**src/rtl/i2c_pkg.sv**
```systemverilog
// Shared I2C definitions: field widths, operation codes and the bus arbiter state encoding.
package i2c_pkg;

    localparam int I2C_ADDR_W = 7;
    localparam int I2C_DATA_W = 8;

    localparam logic OP_READ  = 1'b1;
    localparam logic OP_WRITE = 1'b0;

    typedef enum logic [1:0] {
        ST_IDLE,
        ST_ISSUE,
        ST_WAIT_DONE,
        ST_RESP
    } arb_state_e;

endpackage

```
**src/rtl/i2c_bus_arbiter_rr_pick.sv**
```systemverilog
// Combinational round-robin selector: scans from the requester after last_gnt_i and
// returns the first pending one as both a one-hot vector and an encoded index.
module rr_pick #(
    parameter int NUM_REQ = 2,
    parameter int IDX_W   = $clog2(NUM_REQ)
) (
    input  logic [NUM_REQ-1:0] req_i,
    input  logic [IDX_W-1:0]   last_gnt_i,
    output logic [NUM_REQ-1:0] winner_o,
    output logic [IDX_W-1:0]   idx_o,
    output logic               any_o
);

    always_comb begin
        int               cand;
        logic [IDX_W-1:0] sel;
        winner_o = '0;
        idx_o    = '0;
        any_o    = 1'b0;
        cand     = 0;
        sel      = '0;
        // Candidate order is last_gnt+1, last_gnt+2, ... wrapping at NUM_REQ.
        for (int k = 1; k <= NUM_REQ; k++) begin
            cand = int'(last_gnt_i) + k;
            if (cand >= NUM_REQ) begin
                cand = cand - NUM_REQ;
            end
            sel = IDX_W'(cand);
            if (!any_o && req_i[sel]) begin
                any_o         = 1'b1;
                idx_o         = sel;
                winner_o[sel] = 1'b1;
            end
        end
    end

endmodule

```
**src/rtl/i2c_bus_arbiter.sv**
```systemverilog
// Shares one i2c_master between NUM_REQ requesters with round-robin priority,
// returning read data / ack status to the winner and aborting hung transfers.
module i2c_bus_arbiter
    import i2c_pkg::*;
#(
    parameter int  NUM_REQ        = 2,
    parameter int  TIMEOUT_CYCLES = 20000,
    localparam int TO_W           = $clog2(TIMEOUT_CYCLES + 1)
) (
    input  logic                          clk,
    input  logic                          rst,
    input  logic [NUM_REQ-1:0]            req,
    input  logic [I2C_ADDR_W*NUM_REQ-1:0] req_addr,
    input  logic [NUM_REQ-1:0]            req_op,
    input  logic [I2C_DATA_W*NUM_REQ-1:0] req_wdata,
    output logic [NUM_REQ-1:0]            gnt,
    output logic [NUM_REQ-1:0]            rsp_valid,
    output logic [I2C_DATA_W-1:0]         rsp_rdata,
    output logic                          rsp_ack_err,
    output logic                          rsp_timeout,
    output logic                          m_newd,
    output logic [I2C_ADDR_W-1:0]         m_addr,
    output logic                          m_op,
    output logic [I2C_DATA_W-1:0]         m_din,
    input  logic                          m_busy,
    input  logic                          m_done,
    input  logic                          m_ack_err,
    input  logic [I2C_DATA_W-1:0]         m_dout,
    output logic                          fault
);

    localparam int IDX_W = $clog2(NUM_REQ);

    arb_state_e              state_q;
    logic [IDX_W-1:0]        idx_q;
    logic [IDX_W-1:0]        last_gnt_q;
    logic [TO_W-1:0]         wd_q;
    logic [TO_W-1:0]         wd_d;
    logic                    wd_expired;
    logic [NUM_REQ-1:0]      gnt_q;
    logic [NUM_REQ-1:0]      rsp_valid_q;
    logic [I2C_DATA_W-1:0]   rsp_rdata_q;
    logic                    rsp_ack_err_q;
    logic                    rsp_timeout_q;
    logic                    m_newd_q;
    logic [I2C_ADDR_W-1:0]   m_addr_q;
    logic                    m_op_q;
    logic [I2C_DATA_W-1:0]   m_din_q;
    logic                    fault_q;

    logic [NUM_REQ-1:0]      pick_winner;
    logic [IDX_W-1:0]        pick_idx;
    logic                    pick_any;

    rr_pick #(
        .NUM_REQ (NUM_REQ),
        .IDX_W   (IDX_W)
    ) u_rr_pick (
        .req_i      (req),
        .last_gnt_i (last_gnt_q),
        .winner_o   (pick_winner),
        .idx_o      (pick_idx),
        .any_o      (pick_any)
    );

    assign wd_d       = wd_q + TO_W'(1);
    assign wd_expired = (wd_q == TO_W'(TIMEOUT_CYCLES - 1));

    always_ff @(posedge clk or posedge rst) begin
        if (rst) begin
            state_q       <= ST_IDLE;
            idx_q         <= '0;
            last_gnt_q    <= IDX_W'(NUM_REQ - 1);
            wd_q          <= '0;
            gnt_q         <= '0;
            rsp_valid_q   <= '0;
            rsp_rdata_q   <= '0;
            rsp_ack_err_q <= 1'b0;
            rsp_timeout_q <= 1'b0;
            m_newd_q      <= 1'b0;
            m_addr_q      <= '0;
            m_op_q        <= 1'b0;
            m_din_q       <= '0;
            fault_q       <= 1'b0;
        end else begin
            case (state_q)
                ST_IDLE: begin
                    // Fields are latched here so requesters may change them once granted.
                    if (pick_any && !m_busy) begin
                        idx_q    <= pick_idx;
                        gnt_q    <= pick_winner;
                        m_newd_q <= 1'b1;
                        m_addr_q <= req_addr[int'(pick_idx)*I2C_ADDR_W +: I2C_ADDR_W];
                        m_op_q   <= req_op[pick_idx];
                        m_din_q  <= req_wdata[int'(pick_idx)*I2C_DATA_W +: I2C_DATA_W];
                        state_q  <= ST_ISSUE;
                    end
                end
                ST_ISSUE: begin
                    gnt_q    <= '0;
                    m_newd_q <= 1'b0;
                    wd_q     <= '0;
                    state_q  <= ST_WAIT_DONE;
                end
                ST_WAIT_DONE: begin
                    // A done coinciding with watchdog expiry is treated as a normal completion.
                    if (m_done) begin
                        rsp_rdata_q   <= m_dout;
                        rsp_ack_err_q <= m_ack_err;
                        rsp_timeout_q <= 1'b0;
                        rsp_valid_q   <= NUM_REQ'(1) << idx_q;
                        state_q       <= ST_RESP;
                    end else if (wd_expired) begin
                        rsp_rdata_q   <= '0;
                        rsp_ack_err_q <= 1'b1;
                        rsp_timeout_q <= 1'b1;
                        fault_q       <= 1'b1;
                        rsp_valid_q   <= NUM_REQ'(1) << idx_q;
                        state_q       <= ST_RESP;
                    end else begin
                        wd_q <= wd_d;
                    end
                end
                ST_RESP: begin
                    rsp_valid_q <= '0;
                    last_gnt_q  <= idx_q;
                    wd_q        <= '0;
                    state_q     <= ST_IDLE;
                end
                default: begin
                    state_q <= ST_IDLE;
                end
            endcase
        end
    end

    assign gnt         = gnt_q;
    assign rsp_valid   = rsp_valid_q;
    assign rsp_rdata   = rsp_rdata_q;
    assign rsp_ack_err = rsp_ack_err_q;
    assign rsp_timeout = rsp_timeout_q;
    assign m_newd      = m_newd_q;
    assign m_addr      = m_addr_q;
    assign m_op        = m_op_q;
    assign m_din       = m_din_q;
    assign fault       = fault_q;

endmodule

```
**config.mk**
```make
export PLATFORM = sky130hd
export DESIGN_NAME = i2c_bus_arbiter
export DESIGN_NICKNAME = d
export VERILOG_FILES = /design/src/rtl/i2c_pkg.sv /design/src/rtl/i2c_bus_arbiter_rr_pick.sv /design/src/rtl/i2c_bus_arbiter.sv
export SDC_FILE = /design/constraint.sdc
export NUM_CORES = 1
export LEC_CHECK = 0
export CORE_ASPECT_RATIO = 1.1
export CORE_UTILIZATION = 40
export CTS_CLUSTER_SIZE = 20
export DETAILED_ROUTE_END_ITERATION = 10
export PLACE_DENSITY = 0.73
export SKIP_CTS_REPAIR_TIMING = 1
export SLEW_MARGIN = 30
export SYNTH_ARGS = -nofsm -noshare
export SYNTH_HDL_FRONTEND = slang
export SYNTH_SLANG_ARGS = --single-unit
```
**constraint.sdc**
```tcl
create_clock -name clk -period 2.1 [get_ports clk]
set_input_delay 0.42 -clock clk [delete_from_list [all_inputs] [get_ports clk]]
set_output_delay 0.42 -clock clk [all_outputs]
set_load 0.05 [all_outputs]
```
Word-level counts from Yosys, hierarchy flattened
Cells that the tools add are included.

word-level totals
  input bits = 47
  output and inout port bits = 32
  register bits = 51
  word-level logic and storage cells = 96

cells by class
  shifts and indexed selects = 3
  eq/ne operators = 8
  reduce and logical (&&, ||, !) cells = 19
  mux-type cells = 37
  magnitude comparators = 7
  $mul = 1
  bitwise logic cells = 2
  $add $sub $neg = 5

operators by type and width
  kind                     count
  $mux W15                 2
  $pmux W15 S2             1
  $mux W1                  18
  $mux W2                  8
  $mux W8                  2
  $shiftx A16 B5 Y8        1
  $add A15 B1 Y15 const B  1
  $eq A15 B15 Y1 const B   1
  $shiftx A14 B5 Y7        1
  $reduce_and A2 Y1        5
  $pmux W2 S2              2
  $pmux W2 S4              1
  $reduce_bool A2 Y1       4
  $lt A1 B2 Y1 const B     3
  $ne A2 B2 Y1 const B     3
  $reduce_and A3 Y1        2
  $eq A2 B2 Y1 const B     2
  $logic_and A1 B1 Y1      4
  $mul A1 B3 Y4 const B    1
  $add A1 B2 Y3 const B    1
  $ge A3 B2 Y1 const B     1
  $ne A3 B3 Y1 const B     1
  $add A1 B1 Y2 const B    1
  $demux W1 S1             2
  11 further kinds         14

Longest topological paths before layout
Gate-level depths: netlist (run 1).

  depth after elaboration = 12
  mapped depth = 9
  mapped depth without buffers = 6

Hierarchy
A second synthesis (run 1) with hierarchy kept.

unflattened totals
  cells, all modules = 249
  area total of the unflattened synthesis = 2571.2 um2

modules (own cells, without submodules)
  module           sequential area each (um2)  times used  cells an instance  area each (um2)
  i2c_bus_arbiter  1277.5                      1           244                2538.7
  rr_pick          0.0                         1           5                  32.5

Worst setup path before layout (run 1)
No wires, ideal clock.

  path type = flip-flop to flip-flop
  start point = register state_q[0]
  end point = register wd_q[13]
  clock period less this slack = 2.031 ns
  arrival = 1.954 ns
  setup time = 0.076 ns
  path slack = 0.069 ns
  data required time = 2.024 ns
  stages on the path, launching flop included = 9
  buffers on the path = 2
  path through = dfrtp_1 inv_1 ha_1 clkbuf_8 a21oi_1 o41ai_2 buf_4 or4_2 o21ai_1

between the ends
  word-level cells in the longest chain between the ends = 4
  elaborated cells between the ends (all ways) = 9
  classes of those cells = eq/ne (5); mux (1); reduce/logical (3)

RTL lines
  what                                          RTL line                source
  from (decl)                                   i2c_bus_arbiter.sv:34   arb_state_e state_q;
  from (signal assigned)                        i2c_bus_arbiter.sv:71   state_q <= ST_IDLE;
  from (signal assigned)                        i2c_bus_arbiter.sv:96   state_q <= ST_ISSUE;
  from (signal assigned)                        i2c_bus_arbiter.sv:103  state_q <= ST_WAIT_DONE;
  $eq A2 B2 Y1 or $eq A2 B1 Y1 (tied branches)  i2c_bus_arbiter.sv:86   case (state_q)
  $reduce_or A2 Y1 (no source line)             -
  $reduce_bool A2 Y1 (no source line)           -
  $reduce_and A3 Y1 (no source line)            -
  to (signal assigned)                          i2c_bus_arbiter.sv:121  wd_q <= wd_d;
  to (decl)                                     i2c_bus_arbiter.sv:37   logic [TO_W-1:0] wd_q;

Several ways; a longest one is shown, not always the timed one.
A chain may end at the register's enable or synchronous reset.

Worst setup path in the final report (run 1)
  start point = register wd_q[7]
  end point = register state_q[1]

between the ends
  word-level cells in the longest chain between the ends = 3

RTL lines
  what                                RTL line               source
  $eq A15 B15 Y1                      i2c_bus_arbiter.sv:67  assign wd_expired = (wd_q == TO_W'(TIMEOUT_CYCLES - 1));
  $ne A3 B3 Y1 (no source line)       -
  $reduce_and A2 Y1 (no source line)  -

No other way between the ends.

==> results of run 1 <==
per-stage QoR:
step	area [sq um]	hold WS, ns	total power [uW]	util (%)	setup TNS [ns]
2_1_floorplan	2630	0.440	3470	-	0
3_3_place_gp	3600	0.441	4450	57.4	0
3_5_place_dp	3600	0.468	4510	57.4	-0.0742
4_1_cts	3700	0.452	5140	59.0	-0.0165
5_1_grt	3770	0.477	5590	60.1	-0.00934
6_report	3770	0.437	5230	60.1	0
report_power, final:
part	switching (uW)	internal [uW]	leakage (uW)
logic	1840	1230	0.000969
registers	226	1320	0.000659
clock network	340	270	0.0000474
total	2410	2820	0.00168
metal layers:
metal  vias to the layer above  global-route usage (%)
li1                       1144                       -
met1                      1091                    24.8
met2                        83                    32.3
met3                         9                    5.76
met4                         0                    6.12
met5                         -                       0
worst min-delay path by stage:
stage          startpoint       end  slack, ns
5_1_grt               rst  m_din[0]       0.48
2_1_floorplan    wd_q[14]  wd_q[14]       0.44
3_3_place_gp        fault     fault       0.44
3_5_place_dp        fault     fault       0.47
4_1_cts               rst    gnt[0]       0.45
6_report              rst    gnt[0]       0.44
layout make-up:
type                            count  area (sq um)  area share [%]
Tap cell                           80           100            2.66
Clock buffer                        6          82.6            2.19
Timing Repair Buffer              107          1030            27.4
Multi-Input combinational cell    191          1230            32.7
Inverter                            8          30.0           0.797
Clock inverter                      2          16.3           0.432
Sequential cell                    51          1280            33.9
cell usage in the layout (no fill, tap or decap), drive strengths merged, types with 3 or more instances in the layout:
cell,synthesis,final
clkdlybuf4s50,0,78
dfrtp,50,50
nand2,49,49
o21ai,38,38
buf,7,29
mux2i,16,16
nand3,10,10
nor2,8,8
inv,8,8
o31ai,7,7
a21oi,7,7
clkbuf,11,6
ha,6,6
and2,5,5
and4,4,4
a31oi,3,3
nand2b,3,3
o41ai,3,3
or2,3,3
state kept, by name, summed over array words and instances (netlist names):
register and cells:
m_newd 1, state_q 2, idx_q 1, m_op 1
m_din 8, rsp_valid 2, rsp_rdata 8, rsp_timeout 1
m_addr 7, rsp_ack_err 1, wd_q 15, last_gnt_q 1
gnt 2, fault 1
kinds of logic (layout without fill, tap and decap cells):
| kind of cell | Yosys count | after routing | synth area share [%] |
|---|---|---|---|
| multiplexers | 18 | 18 | 6.96 |
| AND/OR/NAND/NOR | 94 | 94 | 18.2 |
| buffers and inverters | 26 | 123 | 5.19 |
| AO/OA/AOI/OAI | 73 | 73 | 18.2 |
| adder cells (fa/ha/maj) | 6 | 6 | 2.86 |
| flip-flops | 51 | 51 | 48.6 |
==> impl_metrics.sql, run 1 <==
INSERT INTO impl_metrics (metric_group, metric, value, unit) VALUES
('status', 'outcome', 'completed', ''),
('global_routing', 'grt_overflow_total', '0', ''),
('critical_path', 'timing.reg2reg.setup_slack', '0.06', 'ns'),
('global_routing', 'antenna_violations_before_repair', '0', ''),
('critical_path', 'worst_setup_path_endpoint', 'state_q[1]', ''),
('sta', 'setup_ws', '0.0616', 'ns'),
('logic_synthesis', 'synth_cell_area', '0.00263', 'sq mm'),
('clock_tree', 'ctsHtreeMaxLevel', '2', ''),
('route', 'met1Wirelength', '2.68', 'mm'),
('logic_synthesis', 'synth_largest_area_cell', 'sky130_fd_sc_hd__dfrtp_1', ''),
('sta', 'tightest_slew', '0.523', 'ns'),
('worst_hold_path', 'hold_path_class', 'input port to asynchronous set/reset pin', ''),
('logic_synthesis', 'syn-num-nets', '321', ''),
('placed_design', 'placement.io_buffers', '78', ''),
('global_routing', 'grt_start_max_net_pins', '23', ''),
('critical_path', 'crit_path_start', 'wd_q[7]', ''),
('final_layout', 'post_route_cells_drive_above_1_share', '15.9', '%'),
('clock_tree', 'clockRootBuffer', 'sky130_fd_sc_hd__clkbuf_8', ''),
('die', 'floorplan.initialDensity', '41.9', '%'),
('placed_design', 'place_worst_setup_slack', '-0.0376', 'ns'),
('flow_run', 'max_cap_viol_count', '0', ''),
('critical_path', 'reg2reg_depth', '4', ''),
('route', 'route.detailed.wl_per_inst', '13.8', 'microns'),
('logic_synthesis', 'synth_edf_count', '0', ''),
('logic_synthesis', 'synth_seq_cells', '51', ''),
('die', 'die_w', '79.3', 'microns'),
('sta', 'fin_worst_skew', '0.0112', 'ns'),
('route', 'ant_nets', '0', ''),
('route', 'first_pass_iters', '4', ''),
('global_routing', 'via_count_of_the_first_global_routing_pass', '2271', ''),
('logic_synthesis', 'synth-seq-area-share', '48.6', '%'),
('placed_design', 'dp_hpwl', '4.58', 'mm'),
('clock_tree', 'sinks_on_the_clock_net', '51', ''),
('logic_synthesis', 'synth-async-reset-ratio', '100', '%'),
('die', 'fp-row-count', '30', ''),
('logic_synthesis', 'synth_most_common_cell', 'sky130_fd_sc_hd__dfrtp_1', ''),
('route', 'wl_met2', '2.90', 'mm'),
('sta', 'final-setup-viol-count', '0', ''),
('logic_synthesis', 'synth_top_area_share', '47.6', '%'),
('clock_tree', 'cts_buffers', '5', ''),
('die', 'floorplan.die_area', '0.00689', 'sq mm'),
('critical_path', 'path_max_fanout', '3', ''),
('critical_path', 'cp.arrival', '2.23', 'ns'),
('route', 'drcViolationCount', '0', ''),
('critical_path', 'crit_path_max_incr_delay', '0.55', 'ns'),
('logic_synthesis', 'yosysWarningCount', '0', ''),
('clock_tree', 'clock_latency_at_the_later_pin_of_the_worst_skew_pair', '0.31', 'ns'),
('sta', 'report.final.slew_viol_count', '0', ''),
('pwr', 'power.ir.vdd_worst', '710', 'uV'),
('critical_path', 'crit_buf_inv', '0', ''),
('global_routing', 'grt_pass1_wl', '10.6', 'mm'),
('die', 'die_height', '87.0', 'microns'),
('final_layout', 'nNetsFinal', '417', ''),
('critical_path', 'regToRegStartpoint', 'wd_q[7]', ''),
('logic_synthesis', 'synthDistinctLibCells', '52', ''),
('logic_synthesis', 'post_synth_inst_count', '268', ''),
('sta', 'final_hold_viol_count', '0', ''),
('clock_tree', 'clkTransAtPathRegs', '0.10', 'ns'),
('placed_design', 'gp_routability_congestion', '0.822', ''),
('logic_synthesis', 'synth_top_flop_cell', 'sky130_fd_sc_hd__dfrtp_1', ''),
('placed_design', 'placed_cells', '431', ''),
('critical_path', 'crit_family', 'compound AO/OA/AOI/OAI gates', ''),
('pwr', 'cellLeakagePower', '0.00168', 'uW'),
('clock_tree', 'clock_path_buffers', '2', ''),
('critical_path', 'timing.rr.end', 'state_q[1]', ''),
('critical_path', 'timing.critical_path.slowest_stage_cell', 'sky130_fd_sc_hd__or4b_4', ''),
('route', 'finalWirelength', '6.14', 'mm'),
('final_layout', 'n_fill_cell', '533', ''),
('die', 'top_level_ports', '79', ''),
('critical_path', 'crit_path_start_kind', 'flip-flop', ''),
('critical_path', 'timing.critical_path.depth', '4', '');
(Power assumes the default switching activity.)
==> run 2, diff against run 1 <==
ABC_AREA = 1   (was not set)
SLEW_MARGIN = not set   (was 30)
==> run 2 against run 1 <==
Against the previous run:
- global-route usage down 0.75 points
- setup slack better by 0.11 ns
- cell count increased by 14%
- combinational power fell by 8.8%
- non-clock buffer count down 20
- total power decreased by 5.1%
- register-to-register slack improved by 0.25 ns
- hold slack improved by 0.022 ns
- clock-buffer cell count grew 1
- maximum frequency rose by 5.8%
- via count is 9.1% higher
- critical endpoint is now m_addr[1]
==> impl_metrics.sql, run 2 <==
INSERT INTO impl_metrics (metric_group, metric, value, unit) VALUES
('final_layout', 'max_flop_register', 'wd_q', ''),
('die', 'top_level_ports', '79', ''),
('clock_tree', 'cts_buffers', '5', ''),
('pwr', 'comb_power_share', '56.4', '%'),
('die', 'die_height', '87.6', 'microns'),
('pwr', 'switching_share_of_power', '48.7', '%'),
('critical_path', 'timing.rr.end', 'wd_q[11]', ''),
('final_layout', 'nNetsFinal', '481', ''),
('logic_synthesis', 'synth_top_area_share', '46.9', '%'),
('die', 'floorplan.die_area', '0.00699', 'sq mm'),
('clock_tree', 'clock_path_buffers', '2', ''),
('clock_tree', 'clkTransAtPathRegs', '0.09', 'ns'),
('critical_path', 'crit_path_start_kind', 'flip-flop', ''),
('critical_path', 'path_max_fanout', '2', ''),
('placed_design', 'dp_hpwl', '4.71', 'mm'),
('pwr', 'cellLeakagePower', '0.00166', 'uW'),
('sta', 'tightest_slew', '0.535', 'ns'),
('final_layout', 'n_fill_cell', '586', ''),
('critical_path', 'regToRegStartpoint', 'wd_q[0]', ''),
('die', 'fp.coreArea', '0.00631', 'sq mm'),
('route', 'wl_met2', '2.90', 'mm'),
('pwr', 'p_clk_share', '12.0', '%'),
('final_layout', 'largest_reg_flops', '15', ''),
('logic_synthesis', 'synth_most_common_cell', 'sky130_fd_sc_hd__nand2_1', ''),
('critical_path', 'critical_path_start_end_classification', 'flip-flop to output port', ''),
('sta', 'max_freq', '519', 'MHz'),
('final_layout', 'final_core_util', '58.2', '%'),
('final_layout', 'multi_input_comb_area', '0.00123', 'sq mm'),
('critical_path', 'reg2reg_depth', '9', ''),
('sta', 'rsz0062_at_grt', 'no', ''),
('route', 'met1Wirelength', '2.75', 'mm'),
('clock_tree', 'sinks_on_the_clock_net', '51', ''),
('critical_path', 'cp_data_required_time', '1.68', 'ns'),
('clock_tree', 'clock_latency_at_the_later_pin_of_the_worst_skew_pair', '0.30', 'ns'),
('global_routing', 'grt_start_max_net_pins', '27', ''),
('clock_tree', 'clockRootBuffer', 'sky130_fd_sc_hd__clkbuf_8', ''),
('logic_synthesis', 'synth_top_cells_by_count', 'sky130_fd_sc_hd__nand2_1 (93), sky130_fd_sc_hd__dfrtp_1 (50), sky130_fd_sc_hd__nor2_1 (48)', ''),
('sta', 'final-setup-viol-count', '0', ''),
('critical_path', 'timing.critical_path.slowest_stage_cell', 'sky130_fd_sc_hd__clkdlybuf4s50_1', ''),
('route', 'ant_nets', '0', ''),
('placed_design', 'gp_routability_congestion', '0.909', ''),
('logic_synthesis', 'post_synth_inst_count', '344', ''),
('clock_tree', 'cts_tree', 'done', ''),
('sta', 'report.final.slew_viol_count', '0', ''),
('global_routing', 'antenna_violations_before_repair', '0', ''),
('final_layout', 'syn2layout_area_growth', '37.7', '%'),
('logic_synthesis', 'synth_area_leaders', 'sky130_fd_sc_hd__dfrtp_1 (47%), sky130_fd_sc_hd__nand2_1 (13%), sky130_fd_sc_hd__o21ai_0 (7.1%)', ''),
('global_routing', 'grt_overflow_total', '0', ''),
('critical_path', 'crit_buf_inv', '1', ''),
('route', 'top_routing_layer_in_use', 'met4', ''),
('final_layout', 'post_route_cells_drive_above_1_share', '7.69', '%'),
('global_routing', 'grt_pass1_wl', '10.4', 'mm'),
('route', 'drt-initial-drc-count', '94', ''),
('logic_synthesis', 'yosysWarningCount', '0', ''),
('final_layout', 'layout.area.seq', '0.00128', 'sq mm'),
('critical_path', 'crit_path_max_incr_delay', '0.82', 'ns'),
('route', 'first_pass_iters', '4', ''),
('final_layout', 'most-common-layout-cells', 'sky130_fd_sc_hd__nand2_1 (93), sky130_fd_sc_hd__clkdlybuf4s50_1 (78), sky130_fd_sc_hd__dfrtp_1 (50)', ''),
('logic_synthesis', 'synth-seq-area-share', '47.9', '%'),
('global_routing', 'track_usage', '18.9', '%'),
('pwr', 'seq_power_share', '31.6', '%'),
('logic_synthesis', 'synth_top_flop_cell', 'sky130_fd_sc_hd__dfrtp_1', ''),
('critical_path', 'crit_family', 'buffers and inverters', ''),
('die', 'fp-row-count', '30', ''),
('pwr', 'power.ir.vdd_worst', '869', 'uV'),
('flow_run', 'max_cap_viol_count', '0', ''),
('final_layout', 'num_antenna_cells', '0', ''),
('pwr', 'cell_internal_pwr', '2550', 'uW'),
('sta', 'timing.setup.tns', '0', 'ns'),
('status', 'outcome', 'completed', ''),
('logic_synthesis', 'syn-num-nets', '397', ''),
('critical_path', 'cp.arrival', '1.51', 'ns'),
('route', 'route.detailed.wl_per_inst', '12.1', 'microns'),
('sta', 'final_hold_viol_count', '0', ''),
('critical_path', 'crit_chain', 'clkdlybuf4s50_1', ''),
('pwr', 'power.switching', '2420', 'uW'),
('route', 'finalWirelength', '6.14', 'mm'),
('die', 'floorplan.initialDensity', '42.3', '%'),
('worst_hold_path', 'hold_path_class', 'input port to asynchronous set/reset pin', ''),
('global_routing', 'via_count_of_the_first_global_routing_pass', '2414', ''),
('sta', 'final.min_clock_period', '1.93', 'ns'),
('critical_path', 'end_kind', 'output port', ''),
('logic_synthesis', 'synthDistinctLibCells', '29', ''),
('route', 'drcViolationCount', '0', ''),
('final_layout', 'layout.cells.most_common', 'sky130_fd_sc_hd__nand2_1', ''),
('route', 'met3_length', '422', 'microns'),
('logic_synthesis', 'synth_seq_cells', '51', ''),
('sta', 'maxSlewHeadroom', '64.2', '%'),
('logic_synthesis', 'synth_largest_area_cell', 'sky130_fd_sc_hd__dfrtp_1', ''),
('route', 'via_per_inst', '4.99', ''),
('sta', 'final_clock_period_utilization_by_the_worst_path', '91.8', '%'),
('die', 'die_w', '79.8', 'microns'),
('logic_synthesis', 'synth_edf_count', '0', ''),
('sta', 'fin_worst_skew', '0.00447', 'ns'),
('logic_synthesis', 'synth_cell_area', '0.00267', 'sq mm'),
('route', 'vias', '2538', ''),
('logic_synthesis', 'synth-async-reset-ratio', '100', '%'),
('logic_synthesis', 'post_synth.cell_area_avg', '7.75', 'sq um'),
('pwr', 'power_density', '1350', 'mW/mm^2'),
('placed_design', 'placement.io_buffers', '78', ''),
('critical_path', 'timing.reg2reg.setup_slack', '0.31', 'ns'),
('clock_tree', 'ctsHtreeMaxLevel', '2', '');
run 2: cell types whose count changed after synthesis, sizes merged, moves of 12 or more:
cell	change
nor2	+45
mux2i	-16
inv	+17
nand2	+48
nand3	+26
o21ai	+12
run 2: per-layer routing:
layer	vias up	GRT usage (%)
li1	1278	-
met1	1162	23.2
met2	91	33.3
met3	7	4.38
met4	0	4.87
met5	-	0
run 2: cell type report:
type / count / area share [%]
Clock buffer: 7 / 2.35
Tap cell: 80 / 2.73
Sequential cell: 51 / 34.8
Clock inverter: 1 / 0.239
Inverter: 26 / 2.66
Multi-Input combinational cell: 257 / 33.4
Timing Repair Buffer: 87 / 23.8
run 2: power by group through the flow:
stage	registers (uW)	clock network [uW]	logic, uW
after floorplan	2520	0	950
after global placement	1590	0	2770
after detailed placement	1580	0	2820
after CTS	1570	616	2820
final	1570	596	2800
after global routing	1610	646	3040
run 2: logic make-up after synthesis:
kind of cell / count (synthesis) / synth area share, %
buf+inv: 36 / 6.01
fa+ha+maj: 6 / 2.82
compound gates: 58 / 11.3
simple gates: 193 / 32.0
flops: 51 / 47.9
run 2: how the worst max path moves through the flow:
stage / startpoint / endpoint / slack [ns] / depth (start not counted)
4_1_cts: m_addr[1] / m_addr[1] / 0.16 / 1
6_report: m_addr[1] / m_addr[1] / 0.17 / 1
5_1_grt: wd_q[0] / wd_q[11] / 0.11 / 8
3_5_place_dp: req[0] / gnt[0] / 0.21 / 6
2_1_floorplan: rst / fault / 0.45 / 1
3_3_place_gp: req[1] / gnt[0] / 0.32 / 7
run 2: stage by stage:
stage | power [uW] | instances | instance area (sq um) | hold slack, ns | setup slack, ns
detailed placement | 4400 | 501 | 3580 | 0.471 | 0.212
finish | 4960 | 509 | 3670 | 0.458 | 0.173
floorplan | 3470 | 344 | 2670 | 0.467 | 0.452
global placement | 4360 | 501 | 3580 | 0.448 | 0.315
CTS | 5010 | 509 | 3670 | 0.473 | 0.158
global route | 5300 | 509 | 3670 | 0.496 | 0.112
